## src/rtl/sdram_memtest_master.sv

```systemverilog
// Avalon-MM SDRAM memory tester: writes an address-XOR-seed pattern to num_words
// words, reads them back with up to MAX_PENDING pipelined reads, and reports mismatches.
module sdram_memtest_master #(
  parameter int ADDR_W      = 25,
  parameter int MAX_PENDING = 4
) (
  input  logic              clk_clk,
  input  logic              reset_reset,
  input  logic              start,
  input  logic [ADDR_W-1:0] num_words,
  input  logic [15:0]       seed,
  output logic [ADDR_W-1:0] avm_address,
  output logic              avm_read,
  output logic              avm_write,
  output logic [15:0]       avm_writedata,
  output logic [1:0]        avm_byteenable,
  input  logic              avm_waitrequest,
  input  logic [15:0]       avm_readdata,
  input  logic              avm_readdatavalid,
  output logic              busy,
  output logic              done,
  output logic              pass,
  output logic [15:0]       error_count,
  output logic [ADDR_W-1:0] first_err_addr
);

  localparam int CW = ADDR_W + 1;
  localparam int OW = $clog2(MAX_PENDING + 1);

  typedef enum logic [2:0] {
    S_IDLE  = 3'd0,
    S_WRITE = 3'd1,
    S_READ  = 3'd2,
    S_DRAIN = 3'd3,
    S_DONE  = 3'd4
  } state_t;

  state_t            state_q, state_d;
  logic [CW-1:0]     num_q, num_d, wr_cnt_q, wr_cnt_d, rd_cnt_q, rd_cnt_d, chk_cnt_q, chk_cnt_d;
  logic [15:0]       seed_q, seed_d, wdata_q, wdata_d, err_q, err_d;
  logic [OW-1:0]     out_q, out_d;
  logic [ADDR_W-1:0] addr_q, addr_d, first_q, first_d;
  logic              rd_q, rd_d, wr_q, wr_d, busy_q, busy_d, done_q, done_d, pass_q, pass_d;
  logic              wr_acc, rd_acc, rdv_ok;
  logic [CW-1:0]     wr_inc, rd_inc;

  function automatic logic [15:0] pattern_f(input logic [15:0] addr_lo, input logic [15:0] sd);
    return addr_lo ^ sd;
  endfunction

  assign wr_acc = wr_q && !avm_waitrequest;
  assign rd_acc = rd_q && !avm_waitrequest;
  assign wr_inc = wr_cnt_q + CW'(1);
  assign rd_inc = rd_cnt_q + CW'(1);
  // Read data only counts while a read is actually outstanding, so stray beats are dropped.
  assign rdv_ok = avm_readdatavalid && (state_q == S_READ || state_q == S_DRAIN) &&
                  (out_q != {OW{1'b0}}) && (chk_cnt_q < num_q);

  // Next-state and next-output computation for the whole test sequence.
  always_comb begin
    state_d = state_q;  num_d = num_q;  seed_d = seed_q;
    wr_cnt_d = wr_cnt_q;  rd_cnt_d = rd_cnt_q;  chk_cnt_d = chk_cnt_q;
    addr_d = addr_q;  rd_d = rd_q;  wr_d = wr_q;  wdata_d = wdata_q;
    busy_d = busy_q;  done_d = 1'b0;  pass_d = pass_q;  err_d = err_q;  first_d = first_q;

    case ({rd_acc, rdv_ok})
      2'b10:   out_d = out_q + OW'(1);
      2'b01:   out_d = out_q - OW'(1);
      default: out_d = out_q;
    endcase

    if (rdv_ok) begin
      chk_cnt_d = chk_cnt_q + CW'(1);
      if (avm_readdata != pattern_f(chk_cnt_q[15:0], seed_q)) begin
        if (err_q != 16'hFFFF) err_d = err_q + 16'd1;
        else                   err_d = err_q;
        if (err_q == 16'h0000) first_d = chk_cnt_q[ADDR_W-1:0];
        else                   first_d = first_q;
      end else begin
        err_d = err_q;
      end
    end else begin
      chk_cnt_d = chk_cnt_q;
    end

    case (state_q)
      S_IDLE: begin
        if (start) begin
          seed_d   = seed;
          num_d    = {1'b0, num_words};
          wr_cnt_d = {CW{1'b0}};
          rd_cnt_d = {CW{1'b0}};
          chk_cnt_d = {CW{1'b0}};
          out_d    = {OW{1'b0}};
          addr_d   = {ADDR_W{1'b0}};
          err_d    = 16'h0000;
          first_d  = {ADDR_W{1'b0}};
          busy_d   = 1'b1;
          if (num_words == {ADDR_W{1'b0}}) begin
            state_d = S_DONE;
            done_d  = 1'b1;
            pass_d  = 1'b1;
          end else begin
            state_d = S_WRITE;
            wr_d    = 1'b1;
            wdata_d = seed;
            pass_d  = 1'b0;
          end
        end else begin
          state_d = S_IDLE;
        end
      end
      S_WRITE: begin
        if (wr_acc) begin
          wr_cnt_d = wr_inc;
          if (wr_inc == num_q) begin
            wr_d    = 1'b0;
            rd_d    = 1'b1;
            addr_d  = {ADDR_W{1'b0}};
            state_d = S_READ;
          end else begin
            addr_d  = wr_inc[ADDR_W-1:0];
            wdata_d = pattern_f(wr_inc[15:0], seed_q);
          end
        end else begin
          wr_d = 1'b1;
        end
      end
      S_READ: begin
        if (rd_acc) begin
          rd_cnt_d = rd_inc;
          if (rd_inc == num_q) begin
            rd_d    = 1'b0;
            state_d = S_DRAIN;
          end else begin
            addr_d = rd_inc[ADDR_W-1:0];
            rd_d   = (out_d < OW'(MAX_PENDING));
          end
        end else begin
          rd_d = (out_d < OW'(MAX_PENDING));
        end
      end
      S_DRAIN: begin
        // Pass uses err_d so a mismatch on the last beat is reflected.
        if (out_d == {OW{1'b0}}) begin
          state_d = S_DONE;
          done_d  = 1'b1;
          pass_d  = (err_d == 16'h0000);
        end else begin
          state_d = S_DRAIN;
        end
      end
      S_DONE: begin
        state_d = S_IDLE;
        busy_d  = 1'b0;
      end
      default: begin
        state_d = S_IDLE;
        busy_d  = 1'b0;
        rd_d    = 1'b0;
        wr_d    = 1'b0;
      end
    endcase
  end

  // State and registered outputs with synchronous reset.
  always_ff @(posedge clk_clk) begin
    if (reset_reset) begin
      state_q <= S_IDLE;  num_q <= {CW{1'b0}};  seed_q <= 16'h0000;
      wr_cnt_q <= {CW{1'b0}};  rd_cnt_q <= {CW{1'b0}};  chk_cnt_q <= {CW{1'b0}};
      out_q <= {OW{1'b0}};  addr_q <= {ADDR_W{1'b0}};  rd_q <= 1'b0;  wr_q <= 1'b0;
      wdata_q <= 16'h0000;  busy_q <= 1'b0;  done_q <= 1'b0;  pass_q <= 1'b0;
      err_q <= 16'h0000;  first_q <= {ADDR_W{1'b0}};
    end else begin
      state_q <= state_d;  num_q <= num_d;  seed_q <= seed_d;
      wr_cnt_q <= wr_cnt_d;  rd_cnt_q <= rd_cnt_d;  chk_cnt_q <= chk_cnt_d;
      out_q <= out_d;  addr_q <= addr_d;  rd_q <= rd_d;  wr_q <= wr_d;
      wdata_q <= wdata_d;  busy_q <= busy_d;  done_q <= done_d;  pass_q <= pass_d;
      err_q <= err_d;  first_q <= first_d;
    end
  end

  assign avm_address    = addr_q;
  assign avm_read       = rd_q;
  assign avm_write      = wr_q;
  assign avm_writedata  = wdata_q;
  assign avm_byteenable = 2'b11;
  assign busy           = busy_q;
  assign done           = done_q;
  assign pass           = pass_q;
  assign error_count    = err_q;
  assign first_err_addr = first_q;

endmodule

```

## config.mk

```make
export PLATFORM = sky130hd
export DESIGN_NAME = sdram_memtest_master
export DESIGN_NICKNAME = d
export VERILOG_FILES = /design/src/rtl/sdram_memtest_master.sv
export SDC_FILE = /design/constraint.sdc
export NUM_CORES = 1
export LEC_CHECK = 0
export ABC_AREA = 1
export BUFFER_PORTS_ARGS = -buffer_cell sky130_fd_sc_hd__buf_2
export CAP_MARGIN = 20
export CORE_MARGIN = 2
export CORE_UTILIZATION = 60
export DETAILED_ROUTE_END_ITERATION = 10
export GPL_TIMING_DRIVEN = 1
export PLACE_DENSITY = 0.84
export SLEW_MARGIN = 20
export SYNTH_ARGS = -nofsm -noshare
export SYNTH_HDL_FRONTEND = slang
export SYNTH_SLANG_ARGS = --single-unit
```

## constraint.sdc

```tcl
create_clock -name clk_clk -period 4.38 [get_ports clk_clk]
set_input_delay 0.438 -clock clk_clk [delete_from_list [all_inputs] [get_ports clk_clk]]
set_output_delay 0.438 -clock clk_clk [all_outputs]
set_load 0.05 [all_outputs]
```

# Word level (Yosys, flattened, before mapping)
# Cells that the tools add are included.
# totals
out_inout_bits	89
input_bits	62
regBits	212
wordCells	138
# classes
reduce_logical	30
mux	59
n_eq_ne	20
addsub	6
n_lt_le_gt_ge	2
bitwise	5
# op_table
cell	n
$mux 25	10
$mux 26	6
$mux 16	9
$pmux 26 s2	2
$add 26x1->26 const B	3
$pmux 25 s3	1
$eq 26x25->1	2
$logic_not 16->1	2
$pmux 16 s2	1
$xor 16x16->16	2
$mux 3	9
$lt 26x25->1	1
$logic_not 25->1	1
$add 16x1->16 const B	1
$ne 16x16->1	1
$ne 16x16->1 const B	1
$mux 1	14
$ne 2x2->1 const B	7
$pmux 3 s4	1
$reduce_and 3->1	4
$reduce_and 5->1	2
$reduce_or 3->1	3
$reduce_and 4->1	2
$eq 3x2->1 const B	2
other kinds (20)	35

# Depth between registers and ports, before layout
# logic_depth
ltp_word	11
mapped_depth	27

# Worst setup path before layout
# Ideal clock, no wire load.
# synth_path
path_kind	register to register
start	register num_q[23]
end	register state_q[0]
n_path_buf	2
arrival_ps	3352
setup_time_ps	128
setup_slack_ps	900
path_stages_with_launch	26
required_ps	4252
cell_sequence	dfxtp_1 -> inv_1 -> ha_1 -> nand2_1 -> inv_1 -> o21ai_0 -> nand3_1 -> nor2_1 -> nand2_1 -> nor2_4 -> buf_2 -> buf_2 -> ha_1 -> inv_1 -> fa_1 -> a21oi_1 -> o21ai_0 -> xnor2_1 -> inv_1 -> nand3_1 -> nand2_1 -> inv_1 -> nor2_1 -> nand2_1 -> a21oi_1 -> nor2_1
# synth_between
elab_chain_cells	7
word_cells_on_any_way	13
# synth_lines
element	line	text
start, declared	39	logic [CW-1:0] num_q, num_d, wr_cnt_q, wr_cnt_d, rd_cnt_q, rd_cnt_d, chk_cnt_q, chk_cnt_d;
start signal, assigned	169	state_q <= S_IDLE; num_q <= {CW{1'b0}}; seed_q <= 16'h0000;
start signal, assigned	175	state_q <= state_d; num_q <= num_d; seed_q <= seed_d;
$lt 26x25->1	57	(out_q != {OW{1'b0}}) && (chk_cnt_q < num_q);
$logic_and 1x1->1	57	
$eq 2x1->1 / $eq 2x2->1 (equally long branches)	66	case ({rd_acc, rdv_ok})
$pmux 3 s2	66	
$logic_not 3->1	145	if (out_d == {OW{1'b0}}) begin
$mux 3	145	
$pmux 3 s4	86	case (state_q)
end signal, assigned	169	
end signal, assigned	175	
end, declared	38	state_t state_q, state_d;
# Several ways; a longest one is shown, not always the timed one.
# A chain may end at the register's enable or synchronous reset.

# Worst setup path after layout
# layout_path
start	register chk_cnt_q[9]
end	register state_q[0]
# layout_between
elab_chain_cells	7
word_cells_on_any_way	8
# layout_lines
element	line	text
start, declared	39	
start signal, assigned	170	wr_cnt_q <= {CW{1'b0}}; rd_cnt_q <= {CW{1'b0}}; chk_cnt_q <= {CW{1'b0}};
start signal, assigned	176	wr_cnt_q <= wr_cnt_d; rd_cnt_q <= rd_cnt_d; chk_cnt_q <= chk_cnt_d;
$lt 26x25->1 *	57	
$logic_and 1x1->1 *	57	
$eq 2x1->1 / $eq 2x2->1 (equally long branches)	66	
$pmux 3 s2 *	66	
$logic_not 3->1 *	145	
$mux 3 *	145	
$pmux 3 s4 *	86	
# Mark *: on every way between the ends. The rest lies on a longest branch, timed or not.

==> flow_summary.json <==
{
  "status": "complete, no violations",
  "ctsHoldBuffers": 0,
  "switchingPower_mw": 4.267,
  "p_clk_share_pct": 24.4,
  "fill_cells": 1971,
  "wl_met3_um": 5086,
  "final-hold-violation-count": 0,
  "multiInputGateArea_mm2": 0.007959,
  "cp-end-kind": "flop",
  "ir_worst_vdd_v": 0.0005365,
  "core.rowCount": 54,
  "place_ws_ns": 1.035,
  "die-area_mm2": 0.02373,
  "grt_pass1_wl_um": 74610,
  "die_y_um": 154.0,
  "stdcell_area_mm2": 0.01526,
  "drive_above_1_share_pct": 13.28,
  "antenna_found_initial": 0,
  "nets": 2411,
  "power_frac_comb_pct": 45.7,
  "first_iter_violations": 1663,
  "cts_buffers": 25,
  "pwr_density_cell_mw_per_mm2": 592.4,
  "wl_per_cell_um": 18.51,
  "ctsResizeCount": 0,
  "core_mm2": 0.02196,
  "grt_pass1_vias": 13678,
  "area_growth_pct": 13.00,
  "syn_avg_cell_area_um2": 6.156,
  "place.gp.congestion": 1.017,
  "clock_insertion_delay_worst_skew_ns": 0.53,
  "path_class": "flop to flop",
  "via_per_inst": 5.856,
  "relSlewSlack_pct": 40.65,
  "maxUsedRoutingLayer": "met4",
  "io_buffers": 148,
  "clock-sinks": 212,
  "ys_seq_elements": 212,
  "swShare_pct": 47.20,
  "final_util_pct": 69.50,
  "slew_viol_final": 0,
  "cp_data_required_time_ns": 4.76,
  "fin_ws_ns": 0.9294,
  "fin_crit_sh_pct": 78.78,
  "synth.area.top_cells": "dfxtp_1 31%, nand2_1 19%, inv_1 6.7%",
  "synth_area_leader_cell": "dfxtp_1",
  "synth_area_mm2": 0.01351,
  "drv_cap": 0,
  "arrival_ns": 3.83,
  "synth_edf_count": 0,
  "rsz0062_at_grt": "no",
  "dp_hpwl_um": 36540,
  "grt_usage_pct": 39.81,
  "first_pass_iters": 6,
  "cp-start-kind": "flop",
  "place_area_mm2": 0.01441,
  "die_w_um": 154.0,
  "io_pins": 151,
  "postCtsSetupRepairBufs": 0,
  "start_util_pct": 61.51,
  "vias": 15307,
  "yosys_most_used_dff": "dfxtp_1",
  "pwr-share-seq_pct": 29.9,
  "p_int_mw": 4.773,
  "postRouteAntennaNets": 0,
  "clk_pin_slew_ns": 0.06,
  "p_leak_nw": 6.730,
  "grt_max_degree": 85,
  "cts_buffer_depth": 3,
  "synth_cell_types": 51,
  "fmaxAchievable_mhz": 289.8,
  "grt-ovfl-total": 0,
  "met1_length_um": 20000,
  "yosysWarnings": 0,
  "crit_fanout": 7,
  "tightest_slew_ns": 0.8903,
  "fin_crit_ns": 3.451,
  "setup_tns_ns": 0,
  "async_reset_ff_share_pct": 0,
  "antenna_cells": 0,
  "power_mw": 9.041,
  "cts_tree": "yes",
  "wl_met2_um": 20850,
  "ys_seq_area_share_pct": 31.42,
  "synth_top_area_share_pct": 31.42,
  "regArea_mm2": 0.004244,
  "wirelength_um": 48380,
  "post-route-drc-count": 0,
  "min-delay-path-class": "input port to flop",
  "synthCells": 2194,
  "fin_skew_ns": 0.02021,
  "h-tree-depth": 1,
  "ctsRootBufferMaster": "clkbuf_16",
  "finalSetupViolations": 0
}
==> layout by cell type (no fill, tap or decap), types with 7 or more instances in the layout <==
cell type	netlist	layout
nand3_1	142	142
o21bai_1	8	8
o21ai_1	9	9
xnor2_1	9	9
clkbuf_8	0	7
ha_1	30	30
inv_1	241	239
nand2_2	29	29
o21ai_0	158	158
buf_2	9	148
nor4_1	11	11
nor2_1	237	237
nand2_1	687	687
nor2_4	9	9
clkbuf_16	0	25
nor2_2	18	18
buf_4	4	21
dfxtp_1	212	212
nand4_1	29	29
nor3_1	16	16
a21oi_2	20	20
xor2_1	28	28
inv_2	11	13
a21oi_1	169	169
==> synthesized netlist by cell type (2+ instances only) <==
library cell,number
nand2_1,687
inv_1,241
nor2_1,237
dfxtp_1,212
a21oi_1,169
o21ai_0,158
nand3_1,142
clkbuf_1,49
ha_1,30
nand2_2,29
nand4_1,29
xor2_1,28
a21oi_2,20
nor2_2,18
nor3_1,16
inv_2,11
nor4_1,11
buf_2,9
nor2_4,9
o21ai_1,9
xnor2_1,9
o21bai_1,8
a211oi_1,6
nand3b_1,6
buf_1,4
buf_4,4
buf_6,4
nand3_2,4
and2_1,3
xnor3_1,3
a21o_1,2
a31oi_1,2
buf_8,2
clkinv_1,2
nand2_4,2
o21a_1,2
o22ai_1,2
or2_2,2
==> layout make-up <==
cell class,count,area share [%]
timing repair buffer,169,5.886
clock buffer,36,4.829
multi-input combinational,1656,52.15
clock inverter,7,0.7870
sequential,212,27.81
tap,280,2.295
inverter,254,6.247
==> state kept, by name (all words and copies together) (netlist names) <==
register,count
first_err_addr,25
pass,1
busy,1
num_q,25
rd_cnt_q,26
seed_q,16
chk_cnt_q,26
avm_read,1
error_count,16
avm_address,25
avm_writedata,16
out_q,3
wr_cnt_q,26
avm_write,1
state_q,3
done,1
==> final timing paths <==
| check | slack, ns | to | depth (start not counted) | start |
|---|---|---|---|---|
| setup / recovery | 0.93 | state_q[0] | 21 | chk_cnt_q[9] |
| hold reg to reg | 0.44 | first_err_addr[16] | 2 | first_err_addr[16] |
| setup reg to reg | 0.93 | state_q[0] | 21 | chk_cnt_q[9] |
| hold / removal | 0.17 | chk_cnt_q[15] | 2 | start |
==> metal layers <==
metal  global-route usage, %  vias up
met1                   54.36     7012
met2                   61.41      861
li1                        -     7275
met3                   7.497      159
met4                   17.49        0
met5                       0        -
==> through the flow <==
stage          instances  hold WS (ns)
3_3_place_gp        2571        0.4325
5_1_grt             2614        0.1805
2_1_floorplan       2195        0.4488
3_5_place_dp        2571        0.4345
4_1_cts             2614        0.1573
6_report            2614        0.1697
==> logic make-up after synthesis <==
kind of cell,after synthesis,synth area share [%]
AOI/OAI and AO/OA,383,15.34
xor gates and xnor gates,40,2.900
adders and majority gates,31,2.927
buffers and inverters,327,9.680
DFF,212,31.42
other,1,0.02776
and+or+nand+nor,1200,37.70
==> critical path: stages, from the launching register on <==
cell,delay [ns]
dfxtp_1,0.51
ha_1,0.32
a21o_1,0.17
nor2_1,0.13
nand3_1,0.16
nand2_1,0.15
inv_1,0.08
nor2_4,0.09
ha_1,0.15
inv_1,0.07
fa_1,0.38
a21oi_1,0.14
o21ai_0,0.11
xnor2_1,0.14
inv_1,0.09
nand3_1,0.09
nand2_1,0.07
inv_1,0.05
nor2_1,0.15
nand2_1,0.08
a21oi_1,0.14
nor2_1,0.05
==> power by group through the flow <==
stage / Combinational [mW] / Sequential, mW / Clock, mW
2_1_floorplan: 2.65 / 2.88 / 0
3_3_place_gp: 3.92 / 2.71 / 0
3_5_place_dp: 3.97 / 2.72 / 0
4_1_cts: 4.00 / 2.68 / 2.20
5_1_grt: 4.47 / 2.74 / 2.27
6_report: 4.13 / 2.71 / 2.20
No activity file was read; power rests on OpenSTA's default activity.
